### config.mk
export PLATFORM = sky130hd
export DESIGN_NAME = mem_arbiter
export DESIGN_NICKNAME = d
export VERILOG_FILES = /design/src/rtl/mem_arbiter_pkg.sv /design/src/rtl/rr_arb2.sv /design/src/rtl/mem_arbiter.sv
export SDC_FILE = /design/constraint.sdc
export NUM_CORES = 1
export LEC_CHECK = 0
export CAP_MARGIN = 10
export CORE_AREA = 2 2 119 121
export CTS_CLUSTER_SIZE = 30
export DETAILED_ROUTE_END_ITERATION = 16
export DIE_AREA = 0 0 121 123
export SLEW_MARGIN = 20
export SYNTH_ARGS = -nofsm -noshare
export SYNTH_HDL_FRONTEND = slang
export SYNTH_SLANG_ARGS = --single-unit
### constraint.sdc
create_clock -name clk -period 1.1 [get_ports clk]
set_input_delay 0.22 -clock clk [delete_from_list [all_inputs] [get_ports clk]]
set_output_delay 0.22 -clock clk [all_outputs]
set_load 0.005 [all_outputs]
### src/rtl/mem_arbiter_pkg.sv
// Shared types for the unified RAM arbiter: requester tags and byte-offset width.
package mem_arbiter_pkg;

  typedef enum logic [1:0] {
    SRC_NONE  = 2'd0,
    SRC_IF    = 2'd1,
    SRC_DM    = 2'd2,
    SRC_FLASH = 2'd3
  } mem_src_t;

  // Byte address bits dropped when forming a RAM word address.
  localparam int BYTE_OFS = 2;

endpackage

### src/rtl/rr_arb2.sv
// Two-way round-robin arbiter. req[0] is fetch, req[1] is data.
// The priority pointer only moves when a grant is actually issued (advance=1).
module rr_arb2
  import mem_arbiter_pkg::*;
(
  input  logic       clk,
  input  logic       rst_n,
  input  logic [1:0] req,
  input  logic       advance,
  output logic [1:0] gnt
);

  // prio_dm_q = 1 means req[1] wins the next tie; reset gives req[0] the first tie.
  logic prio_dm_q;
  logic prio_dm_d;

  // Grant selection and pointer update.
  always_comb begin
    gnt       = 2'b00;
    prio_dm_d = prio_dm_q;
    if (advance) begin
      case (req)
        2'b01:   gnt = 2'b01;
        2'b10:   gnt = 2'b10;
        2'b11:   gnt = prio_dm_q ? 2'b10 : 2'b01;
        default: gnt = 2'b00;
      endcase
    end
    if (gnt[0]) begin
      prio_dm_d = 1'b1;
    end else if (gnt[1]) begin
      prio_dm_d = 1'b0;
    end
  end

  // Priority pointer register.
  always_ff @(posedge clk or negedge rst_n) begin
    if (!rst_n) begin
      prio_dm_q <= 1'b0;
    end else begin
      prio_dm_q <= prio_dm_d;
    end
  end

endmodule

### src/rtl/mem_arbiter.sv
// Arbiter for the single-port unified program/data RAM.
// Flash programming writes have absolute priority and bypass reset; fetch and
// data ports share the remaining cycles round-robin.
// Optional build macro: MEM_ARB_MISALIGN_CHK_EN enables the sticky misalignment flag.
module mem_arbiter
  import mem_arbiter_pkg::*;
#(
  parameter int WIDTH  = 32,
  parameter int RAM_AW = 9
) (
  input  logic              clk,
  input  logic              rst_n,
  input  logic              flash_en,
  input  logic [WIDTH-1:0]  flash_addr,
  input  logic [WIDTH-1:0]  flash_data,
  input  logic              if_req,
  input  logic [WIDTH-1:0]  if_addr,
  output logic              if_gnt,
  output logic              if_rvalid,
  output logic [WIDTH-1:0]  if_rdata,
  input  logic              dm_req,
  input  logic              dm_we,
  input  logic [WIDTH-1:0]  dm_addr,
  input  logic [WIDTH-1:0]  dm_wdata,
  output logic              dm_gnt,
  output logic              dm_rvalid,
  output logic [WIDTH-1:0]  dm_rdata,
  output logic              ram_en,
  output logic              ram_we,
  output logic [RAM_AW-1:0] ram_addr,
  output logic [WIDTH-1:0]  ram_wdata,
  input  logic [WIDTH-1:0]  ram_rdata,
  output logic              err_misaligned
);

  logic             arb_adv;
  logic [1:0]       arb_gnt;
  logic [WIDTH-1:0] sel_addr;
  logic             unused_addr_bits;
  mem_src_t         resp_src_q;
  mem_src_t         resp_src_d;

  // Core ports only compete when no flash write is present and reset is released.
  assign arb_adv = rst_n & ~flash_en;

  rr_arb2 u_rr_arb2 (
    .clk     (clk),
    .rst_n   (rst_n),
    .req     ({dm_req, if_req}),
    .advance (arb_adv),
    .gnt     (arb_gnt)
  );

  assign if_gnt = arb_gnt[0];
  assign dm_gnt = arb_gnt[1];

  // RAM port mux: flash first, then whichever core port was granted.
  always_comb begin
    ram_en    = 1'b0;
    ram_we    = 1'b0;
    ram_wdata = '0;
    sel_addr  = '0;
    if (flash_en) begin
      ram_en    = 1'b1;
      ram_we    = 1'b1;
      ram_wdata = flash_data;
      sel_addr  = flash_addr;
    end else if (if_gnt) begin
      ram_en    = 1'b1;
      sel_addr  = if_addr;
    end else if (dm_gnt) begin
      ram_en    = 1'b1;
      ram_we    = dm_we;
      ram_wdata = dm_wdata;
      sel_addr  = dm_addr;
    end
  end

  // Word address; upper bits wrap modulo RAM depth and byte offset is ignored.
  assign ram_addr         = sel_addr[RAM_AW+BYTE_OFS-1:BYTE_OFS];
  assign unused_addr_bits = ^{sel_addr[WIDTH-1:RAM_AW+BYTE_OFS], sel_addr[BYTE_OFS-1:0]};

  // Tag the read that will come back from RAM next cycle.
  always_comb begin
    resp_src_d = SRC_NONE;
    if (if_gnt) begin
      resp_src_d = SRC_IF;
    end else if (dm_gnt && !dm_we) begin
      resp_src_d = SRC_DM;
    end
  end

  // Response tag register; reset drops any read in flight.
  always_ff @(posedge clk or negedge rst_n) begin
    if (!rst_n) begin
      resp_src_q <= SRC_NONE;
    end else begin
      resp_src_q <= resp_src_d;
    end
  end

  assign if_rvalid = (resp_src_q == SRC_IF);
  assign dm_rvalid = (resp_src_q == SRC_DM);
  assign if_rdata  = ram_rdata;
  assign dm_rdata  = ram_rdata;

`ifdef MEM_ARB_MISALIGN_CHK_EN
  logic err_q;
  logic err_d;

  // Sticky flag for any granted core access with a non-word-aligned address.
  always_comb begin
    err_d = err_q;
    if (if_gnt && (if_addr[BYTE_OFS-1:0] != '0)) begin
      err_d = 1'b1;
    end
    if (dm_gnt && (dm_addr[BYTE_OFS-1:0] != '0)) begin
      err_d = 1'b1;
    end
  end

  // Misalignment flag register.
  always_ff @(posedge clk or negedge rst_n) begin
    if (!rst_n) begin
      err_q <= 1'b0;
    end else begin
      err_q <= err_d;
    end
  end

  assign err_misaligned = err_q;
`else
  assign err_misaligned = 1'b0;
`endif

endmodule

==> results.py <==
metrics = {
    "run_status": {
        "status": "complete, but fails checks",
        "violations": "setup timing",
    },
    "drt": {
        "dr.max_layer_used": "met4",
        "vias_per_cell": 3.360,
        "drt_first_pass_iters": 4,
        "wirelength_um": 6233,
        "drtIter0Drc": 24,
        "drtAntennaViolNets": 0,
        "wl_met1_um": 2136,
        "wire_per_inst_um": 14.67,
        "wl_met2_um": 3130,
        "wl_met3_um": 840,
        "drc": 0,
        "vias": 1428,
    },
    "setup_path": {
        "worstPathRequired_ns": 0.88,
        "critPathArrivalTime_ns": 1.57,
        "critPathCapture": "ram_addr[1]",
        "critPathMaxStageDelay_ns": 0.38,
        "crit_slowest_cell": "dfrtp_1",
        "cp.buffers_inverters": 5,
        "critical_path.startpoint_type": "register",
        "crit_path_cell_trace": "inv_2 > a21oi_4 > buf_8 > buf_16 > buf_8 > a221o_1 > buf_2",
        "reg2regPathDepth": 7,
        "crit_top_cell": "buf_8",
        "reg2reg_setup_slack_ns": -0.15,
        "crit_fanout": 5,
        "r2r_end": "u_rr_arb2.prio_dm_q",
        "path_depth": 7,
        "crit_start": "u_rr_arb2.prio_dm_q",
        "critPathTopFamily": "buffers and inverters",
        "crit_type": "register to primary output",
        "worstReg2RegStart": "u_rr_arb2.prio_dm_q",
        "critPathCaptureType": "primary output",
    },
    "sta": {
        "period_needed_ns": 1.785,
        "rsz0062_at_grt": "yes",
        "whs_ns": 0.1120,
        "setup_ws_ns": -0.6854,
        "hold_viol_final": 0,
        "min_period_over_period_pct": 162.3,
        "clock_skew_ns": 0.005091,
        "final_max_slew_viol_count": 0,
        "fmax_ghz": 0.5601,
        "setup_viol": 47,
    },
    "yosys": {
        "synth_area_leaders": "buf_4 (42%), a22o_1 (24%), a221o_1 (7.8%), dfrtp_1 (6.5%), and2_1 (4.8%)",
        "yosysTopAreaCellShare_pct": 42.03,
        "synth_nets": 337,
        "seq_area_frac_synth_pct": 6.466,
        "yosysWarnings": 0,
        "syn_area_um2": 1161,
        "yosys.area.top_type": "buf_4",
        "synth_cell_type_count": 18,
        "ys_ff_latch": 3,
        "synthCells": 139,
        "syn_area_per_cell_um2": 8.353,
    },
    "finish": {
        "fin_area_um2": 2586,
        "drive_gt1_share_pct": 36.33,
        "area_delta_synth_final_pct": 122.7,
        "fin_util_pct": 19.00,
        "antenna_cells": 0,
        "nNetsFinal": 444,
    },
    "floorplanning": {
        "fp.dieW_um": 121,
        "core_area_um2": 13610,
        "pin_count": 310,
        "num_rows": 43,
        "initial_utilization_pct": 8.530,
        "die_h_um": 123,
        "dieArea_um2": 14880,
    },
    "job": {
        "maxCapViolCount": 0,
    },
    "cts": {
        "root_buffer": "clkbuf_16",
        "clock_sinks": 3,
        "cts_tree": "built",
        "clk_pin_slew_ns": 0.03,
        "htreeDepth": 1,
        "clk_path_buf_depth": 2,
        "postCtsHoldBufs": 0,
        "clock_latency_ns": 0.23,
        "cts_made_buffers": 3,
    },
    "grt": {
        "grt_pass1_wl_um": 8362,
        "grt_use_total_pct": 7.446,
        "grt_pass1_vias": 1512,
        "antenna_found_initial": 0,
        "grt.overflow.total": 0,
        "grt_max_degree": 27,
    },
    "power": {
        "power_leakage_nw": 1.123,
        "p_total_mw": 1.650,
        "ir_worst_vdd_uv": 365.7,
        "power_density_nw_per_um2": 638.2,
    },
    "worst_hold_path": {
        "hp-class": "input pin to asynchronous set/reset pin",
    },
    "placed_design": {
        "gp_congestion": 0.6885,
        "hpwl_um": 4280,
        "place_area_um2": 2350,
        "portBuffers": 143,
    },
}
==> cell type report <==
cell class | instances | area [um2]
Clock buffer | 4 | 78.83
Fill cell | 1509 | 11030
Inverter | 1 | 3.754
Multi-Input combinational cell | 61 | 538.0
Sequential cell | 3 | 75.07
Tap cell | 180 | 225.2
Timing Repair Buffer | 176 | 1665
==> metrics by stage <==
stage / TNS, ns / cells / setup WS (ns)
4_1_cts: -27.14 / 422 / -0.7044
6_report: -25.13 / 425 / -0.6854
3_5_place_dp: -47.88 / 398 / -1.137
3_3_place_gp: -46.28 / 398 / -1.086
2_1_floorplan: -2.150 / 139 / -0.07743
5_1_grt: -27.19 / 425 / -0.7317
==> worst reg2reg max path: stages (launching register included) <==
cell and delay (ns):
dfrtp_1 0.35, inv_2 0.06, a21oi_4 0.18, buf_8 0.16, buf_4 0.12, buf_8 0.11, buf_4 0.10, o21bai_1 0.05
==> synthesized netlist by cell type <==
| master | instances |
|---|---|
| buf_4 | 65 |
| a22o_1 | 32 |
| a221o_1 | 9 |
| and2_1 | 9 |
| buf_6 | 5 |
| buf_2 | 3 |
| dfrtp_1 | 3 |
| nor2b_1 | 3 |
| a21o_1 | 1 |
| a21oi_1 | 1 |
| a21oi_4 | 1 |
| clkbuf_1 | 1 |
| conb_1 | 1 |
| inv_1 | 1 |
| nand3b_1 | 1 |
| nand3b_4 | 1 |
| o21bai_1 | 1 |
| or3_1 | 1 |
==> kinds of logic (layout without fill, tap and decap cells) <==
family	count (synthesis)	in the layout	share of synthesized area, %
other	1	1	0.3230
buffers and inverters	75	181	48.81
DFF	3	3	6.465
AOI/OAI and AO/OA	45	45	35.02
and+or+nand+nor	15	15	9.375
==> sequential cells by signal (all words and copies together), names as in the netlist <==
| name | count |
|---|---|
| resp_src_q | 2 |
| u_rr_arb2.prio_dm_q | 1 |
==> worst min path at each step <==
stage / start / endpoint / slack, ns / depth (start not counted)
floorplan: rst_n / resp_src_q[0] / -0.08 / 0
global placement: ram_rdata[14] / dm_rdata[14] / 0.44 / 0
detailed placement: ram_rdata[14] / dm_rdata[14] / 0.44 / 0
CTS: rst_n / u_rr_arb2.prio_dm_q / 0.12 / 2
global route: rst_n / u_rr_arb2.prio_dm_q / 0.12 / 2
finish: rst_n / u_rr_arb2.prio_dm_q / 0.11 / 2
==> placed cells by master, fill, tap and decap left out, types with 3 or more instances in the layout <==
| cell | synthesis | layout |
|---|---|---|
| clkdlybuf4s50_1 | 0 | 92 |
| buf_2 | 3 | 45 |
| a22o_1 | 32 | 32 |
| buf_4 | 65 | 14 |
| and2_1 | 9 | 9 |
| a221o_1 | 9 | 9 |
| buf_12 | 0 | 7 |
| buf_6 | 5 | 5 |
| buf_8 | 0 | 5 |
| buf_16 | 0 | 4 |
| clkbuf_16 | 0 | 3 |
| dfrtp_1 | 3 | 3 |
==> repair_timing <==
item	in CTS	in global routing
cloned	7	0
setup buffers	13	7
pin swaps	17	17
setup endpoints to repair	50	47
gates resized for setup	197	16
==> power by group <==
| part | internal [mW] | total [mW] | switching [mW] |
|---|---|---|---|
| Combinational | 0.644 | 0.940 | 0.296 |
| Clock | 0.478 | 0.580 | 0.102 |
| Sequential | 0.123 | 0.130 | 0.00713 |
| Total | 1.25 | 1.65 | 0.405 |
==> layer usage <==
metal	vias to the layer above	track usage [%]
li1	653	-
met1	642	7.346
met2	120	14.26
met3	13	2.583
met4	0	2.834
met5	-	0
Power figures use the tool's default switching activity.
